**config.mk**
```make
export PLATFORM = sky130hd
export DESIGN_NAME = dds_para_loader
export DESIGN_NICKNAME = d
export VERILOG_FILES = /design/src/rtl/dds_para_loader.sv
export SDC_FILE = /design/constraint.sdc
export NUM_CORES = 1
export LEC_CHECK = 0
export ABC_AREA = 1
export CORE_AREA = 3 3 84 86
export DETAILED_ROUTE_END_ITERATION = 6
export DIE_AREA = 0 0 87 89
export GPL_TIMING_DRIVEN = 0
export PLACE_DENSITY = 0.82
export SETUP_SLACK_MARGIN = 0.2
export SLEW_MARGIN = 0
export SYNTH_ARGS = -nofsm -noshare
export SYNTH_HDL_FRONTEND = slang
export SYNTH_SLANG_ARGS = --single-unit
export TNS_END_PERCENT = 30
```
**constraint.sdc**
```tcl
create_clock -name clk_sys -period 1.65 [get_ports clk_sys]
set_input_delay 0.2475 -clock clk_sys [delete_from_list [all_inputs] [get_ports clk_sys]]
set_output_delay 0.2475 -clock clk_sys [all_outputs]
set_load 0.01 [all_outputs]
```
**src/rtl/dds_para_loader.sv**
```systemverilog
// dds_para_loader: accepts a 32-bit frequency tuning word, presents it to the
// DDS programming block as two 16-bit halves with a load strobe each, then
// holds state_start high for a fixed programming window and an idle gap.
// Optional feature macro: DDS_PARA_LOADER_DEDUP_EN -- skip commands whose word
// equals the last fully programmed word (prog_done pulse only).
module dds_para_loader #(
  parameter int unsigned SETUP_CYCLES = 2,
  parameter int unsigned PROG_CYCLES  = 200,
  parameter int unsigned GAP_CYCLES   = 4
) (
  input  logic        clk_sys,
  input  logic        rst,
  input  logic        cmd_valid,
  input  logic [31:0] cmd_freq,
  output logic        cmd_ready,
  output logic [15:0] dds_para,
  output logic        dds_choice,
  output logic        dds_load,
  output logic        state_start,
  output logic        prog_done
);

  localparam int unsigned CNT_W = 16;
  localparam logic [CNT_W-1:0] SETUP_LD = CNT_W'(SETUP_CYCLES - 1);
  localparam logic [CNT_W-1:0] PROG_LD  = CNT_W'(PROG_CYCLES - 1);
  localparam logic [CNT_W-1:0] GAP_LD   = CNT_W'((GAP_CYCLES == 0) ? 0 : GAP_CYCLES - 1);

  typedef enum logic [2:0] {
    S_IDLE,
    S_SETUP_LO,
    S_LOAD_LO,
    S_SETUP_HI,
    S_LOAD_HI,
    S_RUN,
    S_GAP
  } state_t;

  state_t           r_state;
  logic [CNT_W-1:0] r_cnt;
  logic [15:0]      r_freq_hi;
  logic             r_cmd_ready;
  logic [15:0]      r_dds_para;
  logic             r_dds_choice;
  logic             r_dds_load;
  logic             r_state_start;
  logic             r_prog_done;

  logic             w_accept;
  logic             w_dup;

  assign w_accept = cmd_valid && r_cmd_ready;

`ifdef DDS_PARA_LOADER_DEDUP_EN
  logic [31:0] r_last;
  logic [15:0] r_freq_lo;
  logic        w_run_done;

  assign w_run_done = (r_state == S_RUN) && (r_cnt == '0);
  assign w_dup      = (cmd_freq == r_last);

  // Remember the low half of the active word and the last word that completed RUN
  always_ff @(posedge clk_sys or posedge rst) begin
    if (rst) begin
      r_last    <= '0;
      r_freq_lo <= '0;
    end else begin
      if ((r_state == S_IDLE) && w_accept && !w_dup) begin
        r_freq_lo <= cmd_freq[15:0];
      end
      if (w_run_done) begin
        r_last <= {r_freq_hi, r_freq_lo};
      end
    end
  end
`else
  assign w_dup = 1'b0;
`endif

  // Sequencer FSM: one 16-bit down-counter times every timed state
  always_ff @(posedge clk_sys or posedge rst) begin
    if (rst) begin
      r_state       <= S_IDLE;
      r_cnt         <= '0;
      r_freq_hi     <= '0;
      r_cmd_ready   <= 1'b1;
      r_dds_para    <= '0;
      r_dds_choice  <= 1'b0;
      r_dds_load    <= 1'b0;
      r_state_start <= 1'b0;
      r_prog_done   <= 1'b0;
    end else begin
      r_dds_load  <= 1'b0;
      r_prog_done <= 1'b0;
      case (r_state)
        S_IDLE: begin
          if (w_accept) begin
            if (w_dup) begin
              r_prog_done <= 1'b1;
            end else begin
              r_freq_hi    <= cmd_freq[31:16];
              r_dds_para   <= cmd_freq[15:0];
              r_dds_choice <= 1'b0;
              r_cnt        <= SETUP_LD;
              r_cmd_ready  <= 1'b0;
              r_state      <= S_SETUP_LO;
            end
          end
        end
        S_SETUP_LO: begin
          if (r_cnt == '0) begin
            r_dds_load <= 1'b1;
            r_state    <= S_LOAD_LO;
          end else begin
            r_cnt <= r_cnt - CNT_W'(1);
          end
        end
        S_LOAD_LO: begin
          r_dds_para   <= r_freq_hi;
          r_dds_choice <= 1'b1;
          r_cnt        <= SETUP_LD;
          r_state      <= S_SETUP_HI;
        end
        S_SETUP_HI: begin
          if (r_cnt == '0) begin
            r_dds_load <= 1'b1;
            r_state    <= S_LOAD_HI;
          end else begin
            r_cnt <= r_cnt - CNT_W'(1);
          end
        end
        S_LOAD_HI: begin
          r_state_start <= 1'b1;
          r_cnt         <= PROG_LD;
          r_state       <= S_RUN;
        end
        S_RUN: begin
          if (r_cnt == '0) begin
            r_state_start <= 1'b0;
            if (GAP_CYCLES == 0) begin
              r_prog_done <= 1'b1;
              r_cmd_ready <= 1'b1;
              r_state     <= S_IDLE;
            end else begin
              r_cnt   <= GAP_LD;
              r_state <= S_GAP;
            end
          end else begin
            r_cnt <= r_cnt - CNT_W'(1);
          end
        end
        S_GAP: begin
          if (r_cnt == '0) begin
            r_prog_done <= 1'b1;
            r_cmd_ready <= 1'b1;
            r_state     <= S_IDLE;
          end else begin
            r_cnt <= r_cnt - CNT_W'(1);
          end
        end
        default: begin
          r_state_start <= 1'b0;
          r_cmd_ready   <= 1'b1;
          r_state       <= S_IDLE;
        end
      endcase
    end
  end

  assign cmd_ready   = r_cmd_ready;
  assign dds_para    = r_dds_para;
  assign dds_choice  = r_dds_choice;
  assign dds_load    = r_dds_load;
  assign state_start = r_state_start;
  assign prog_done   = r_prog_done;

endmodule

```
# Word level (Yosys, flattened, before mapping)
# Index checks and enable logic that the tools add are counted.
dict set report totals {
  register_bits 56
  latch_bits 0
  ram_bits 0
  mem_bits_ro 0
  inputBits 35
  out_inout_bits 21
  word_cells 60
  mem_count 0
}
dict set report classes {
  addsub 1
  multipliers 0
  div_mod_pow 0
  order_cmp 0
  eq_ne 12
  n_shift 0
  muxes 21
  bitwise_logic 2
  reduce_logical 15
}
# operator count
set op_table {}
lappend op_table {{$pmux 16 s5} 1}
lappend op_table {{$mux 16} 4}
lappend op_table {{$pmux 16 s2} 1}
lappend op_table {{$pmux 3 s7} 1}
lappend op_table {{$logic_not 16->1} 1}
lappend op_table {{$sub 16x1->16 const B} 1}
lappend op_table {{$mux 3} 5}
lappend op_table {{$ne 2x2->1 const B} 6}
lappend op_table {{$reduce_or 5->1} 2}
lappend op_table {{$eq 3x3->1 const B} 3}
lappend op_table {{$eq 3x2->1 const B} 2}
lappend op_table {{$mux 1} 6}
lappend op_table {{$pmux 1 s3} 2}
lappend op_table {{$reduce_and 2->1} 3}
lappend op_table {{$reduce_and 3->1} 2}
lappend op_table {{$reduce_and 5->1} 1}
lappend op_table {{$reduce_bool 5->1} 1}
lappend op_table {{$eq 3x1->1 const B} 1}
lappend op_table {{$logic_not 3->1} 1}
lappend op_table {{$reduce_or 3->1} 1}
lappend op_table {{$not 1->1} 2}
lappend op_table {{$pmux 1 s2} 1}
lappend op_table {{$reduce_bool 2->1} 1}
lappend op_table {{$reduce_or 2->1} 1}
lappend op_table {{$logic_and 1x1->1} 1}

# Longest topological paths before layout
dict set report depth {
  ltp_word 4
  mapped_depth 13
  mapped_depth_nobuf 13
}

# Worst setup path after synthesis
# OpenSTA, ideal clock, no wires.
dict set report synth_timing {
  kind {reg2reg}
  start {register r_cnt[0]}
  end {register r_state[2]}
  setup_time_ps 121
  arrival_time_ps 1396
  t_required_ps 1529
  slack_ps 133
  path_stages_with_launch 12
  n_path_buf 0
  period_less_slack_ps 1517
  path_cell_list {dfrtp_1 inv_1 ha_1 inv_1 nor2_1 nand2_1 nor2_2 nand2_1 a21boi_2 nand2_1 nand2_1 o21ai_1}
}
dict set report synth_between {
  elab_chain_len 3
  elab_cells_between_ends 6
  classes_between {eq/ne: 4; reduce/logical: 2}
}
# item line
set synth_lines {}
lappend synth_lines {{from (decl)} 39} ;# logic [CNT_W-1:0] r_cnt;
lappend synth_lines {{from (signal assigned)} 114} ;# r_cnt <= r_cnt - CNT_W'(1);
lappend synth_lines {{from (signal assigned)} 128} ;# r_cnt <= r_cnt - CNT_W'(1);
lappend synth_lines {{from (signal assigned)} 148} ;# r_cnt <= r_cnt - CNT_W'(1);
lappend synth_lines {{$logic_not 16->1 (*)} --}
lappend synth_lines {{$ne 2x2->1 (no line)} --}
lappend synth_lines {{$reduce_and 5->1 (no line) (*)} --}
lappend synth_lines {{to (signal assigned)} 112} ;# r_state <= S_LOAD_LO;
lappend synth_lines {{to (signal assigned)} 126} ;# r_state <= S_LOAD_HI;
lappend synth_lines {{to (signal assigned)} 155} ;# r_state <= S_IDLE;
lappend synth_lines {{to (decl)} 38} ;# state_t r_state;
# Every way passes the cells marked *; elsewhere a longest branch is shown, timed or not.
# A chain may end at the register's enable or synchronous reset.

# Worst setup path after layout
dict set report layout_timing {
  start {register r_cnt[0]}
  end {register r_cnt[13]}
}
dict set report layout_between {
  elab_chain_len 3
  elab_cells_between_ends 7
  classes_between {add/sub: 1; eq/ne: 1; mux: 3; reduce/logical: 2}
}
# item line
set layout_lines {}
lappend layout_lines {{$sub 16x1->16 or $logic_not 16->1 (tied branches)} --}
lappend layout_lines {{$mux 16, or another cell as far along} {110, 124, 152}}
lappend layout_lines {{$pmux 16 s5 or $reduce_and 3->1 (tied branches)} --}
# Parallel ways exist; a longest one is shown, timed or not. The select of a mux whose other input is x is not followed.

==> run_results.csv <==
group,metric,value,unit
finish,antenna_cells,0,
clocking,path_clk_slew,0.12,ns
route,totalWireLength,7.74,mm
clocking,cts_tree,"yes",
power_and_ir_drop,p_per_area,1890,nW/um^2
clocking,numCtsBuffers,5,
hold_path,hold_path.class,"primary input to register",
sta,post-route-period-util,100,%
yosys,ys_seq_area_share,47.4,%
outcome,violations,"setup timing",
setup_path,rrSetupSlack,-0.006,ns
yosys,avgSynthCellArea,7.42,sq um
route,route.detailed.drc,0,
outcome,outcome,"complete, but fails checks",
route,antenna_left,0,
sta,finalMaxSlewViolations,0,
floorplan,pin_count,56,
sta,min_period,1.66,ns
yosys,synth_cell_types,28,
sta,slew_headroom,22.9,%
setup_path,r2r-start,"r_cnt[0]",
place,dp.cells,531,
yosys,yosysTopAreaCellShare,46.5,%
sta,finalClockSkew,0.0198,ns
setup_path,critPathMaxFanout,4,
sta,setup_viol,5,
clocking,htreeDepth,2,
floorplan,rows,29,
place,gp_congestion,0.947,
yosys,synthSimpleGateAreaFrac,39.4,%
yosys,netlist_instances,399,
yosys,yosys-top-cells-area,"dfrtp_1 47%, nand2_1 20%, nand3_1 8.3%",
yosys,synth-adder-area-share,0.846,%
setup_path,path_class,"register to register",
finish,fin_nets,508,
sta,setup_tns,-0.0193,ns
setup_path,r2r_end,"r_cnt[13]",
setup_path,end_kind,"register",
sta,worst_pin_slew,1.15,ns
yosys,synth_xor_area_share,1.48,%
route,num_vias,2863,
floorplan,die_area,7740,sq um
power_and_ir_drop,peakVddDrop,0.000910,V
clocking,clkLatencyLatePin,0.32,ns
grt,grt_pass1_vias,3022,
grt,grtUsageTotal,22.1,%
yosys,synth_area,2960,sq um
floorplan,initial_utilization,46.6,%
clocking,cts_max_path_buffers,2,
clocking,cts_sinks,56,
clocking,hold_buffers,0,
place,io_buffers,55,
hold_path,hold_depth,3,
yosys,synth_compound_area_share,3.30,%
sta,finalHoldViolCount,0,
hold_path,hold_path_end,"r_freq_hi[4]",
power_and_ir_drop,p_total,7.78,mW
power_and_ir_drop,p_leak,2.14,nW
route,first_iter_violations,196,
setup_path,critPathMaxStageDelay,0.41,ns
finish,layout_common_cells,"128 x nand2_1, 53 x dfrtp_1, 36 x nand3_1",
grt,antenna_found_initial,0,
route,drt-pass1-iter-count,5,
route,wire_per_inst,14.1,um
floorplan,dieHeight,89,um
setup_path,cp-start-kind,"register",
setup_path,worstRegToRegCells,11,
sta,worst_slack,-0.00563,ns
sta,fmax,604,MHz
finish,area_growth,38.8,%
sta,rsz0062_at_grt,"true",
finish,final_common_cell,"nand2_1",
flow_run,max_cap_viol_count,0,
clocking,cts-root-buf,"clkbuf_8",
yosys,synth_top_area_cell,"dfrtp_1",
setup_path,slowest_stage,"dfrtp_1",
setup_path,required,1.88,ns
finish,fin_cells,549,
place,dp_hpwl,5.37,mm
route,via_per_inst,5.21,
yosys,syn_nets,436,
yosys,synth_seq_cells,56,
grt,grt_pass1_wl,13.6,mm
grt,overflow,0,
floorplan,core_area,6350,sq um
finish,drive_above_1_share,24.8,%
yosys,ys_warn_count,0,
yosys,synthMuxAreaShare,0,%
finish,fin_util,64.7,%
yosys,synth_top_family_by_area,"simple AND/OR/NAND/NOR gates",
grt,grt_max_degree,57,
setup_path,cp.arrival,1.89,ns
setup_path,cp_cell_sequence,"inv_2 -> ha_4 -> inv_4 -> nor2_4 -> nand2_2 -> nor2_4 -> nand3_1 -> nand2_2 -> nand2_1 -> inv_2 -> nor2_1",
floorplan,die_width,87,um
hold_path,hold_start,"cmd_freq[20]",
## worst max-delay path, delay by kind of cell (launching register included)
kind | cells | cell delay, ns
DFF | 1 | 0.41
adders and majority gates | 1 | 0.16
buffers and inverters | 3 | 0.22
and+or+nand+nor | 7 | 0.78
## sequential cells by signal, summed over array words and instances (netlist names)
signal,count
dds_para,16
r_cnt,16
r_freq_hi,16
r_state,3
cmd_ready,1
dds_choice,1
dds_load,1
prog_done,1
state_start,1
## metal layers
layer  share of wire (%)  wire length (um)  GRT usage (%)
met3                 5.5               429           3.96
met2                  50              3890           38.4
met4                 1.9               145           8.22
met5                   0                 0              0
met1                  42              3280           27.5
## worst max path at each step
| stage | startpoint | endpoint | slack [ns] | depth (start not counted) |
|---|---|---|---|---|
| after floorplan | r_cnt[0] | r_state[2] | 0.13 | 11 |
| final | r_cnt[0] | r_cnt[13] | -0.006 | 11 |
| after global routing | r_cnt[0] | r_cnt[4] | -0.14 | 10 |
| after global placement | r_cnt[0] | r_cnt[12] | -0.12 | 11 |
| after detailed placement | r_cnt[0] | r_cnt[13] | -0.17 | 11 |
| after CTS | r_cnt[1] | r_cnt[0] | -0.03 | 12 |
## kinds of logic (layout without fill, tap and decap cells)
group / after synthesis / in the layout
XOR/XNOR: 5 / 5
AND/OR/NAND/NOR: 270 / 270
AO/OA/AOI/OAI: 16 / 16
flip-flops: 56 / 56
adder cells (fa/ha/maj): 2 / 2
buffers and inverters: 50 / 123
## metrics by stage
step / area (sq um) / setup WS (ns) / hold slack, ns
3_5_place_dp: 3610 / -0.172 / 0.458
6_report: 4110 / -0.00563 / 0.447
3_3_place_gp: 3610 / -0.116 / 0.453
2_1_floorplan: 2960 / 0.133 / 0.328
5_1_grt: 4110 / -0.144 / 0.450
4_1_cts: 4010 / -0.0269 / 0.454
## Yosys cell counts
library cell and count:
nand2_2 4, a21oi_1 1, o21ai_0 9, nor2_2 5, a21boi_2 1, ha_1 2, o21bai_1 1, nand2_1 155
inv_2 10, a22oi_1 1, nand4_1 9, nand3_2 1, nor2_1 36, o21ai_2 1, xor2_1 4, nor4_1 1
nand3_1 49, buf_2 8, xnor2_1 1, nor3_1 6, dfrtp_1 55, nor2_4 4, o211ai_1 1, o21ai_1 1
inv_1 28, buf_6 3, buf_4 1, dfstp_2 1
## area by class of cell
class                           count  area [sq um]
Clock buffer                        5          68.8
Sequential cell                    56          1410
Multi-Input combinational cell    293          1620
Buffer                             12           119
Inverter                           38           164
Timing Repair Buffer               65           608
Tap cell                           77          96.3
Clock inverter                      3          25.0
Fill cell                         508          2240
## power breakdown
| part | switching (mW) | internal [mW] |
|---|---|---|
| combinational | 2.73 | 1.80 |
| sequential | 0.483 | 1.94 |
| clock | 0.513 | 0.315 |
| total | 3.72 | 4.06 |
## repair_timing
item / 4_1_cts / 5_1_grt
endpoints found under the setup margin: 66 / 56
pin swaps: 18 / 15
setup buffers: 6 / 2
gates cloned: 2 / 0
resized for setup: 100 / 28
(Power assumes the default switching activity.)
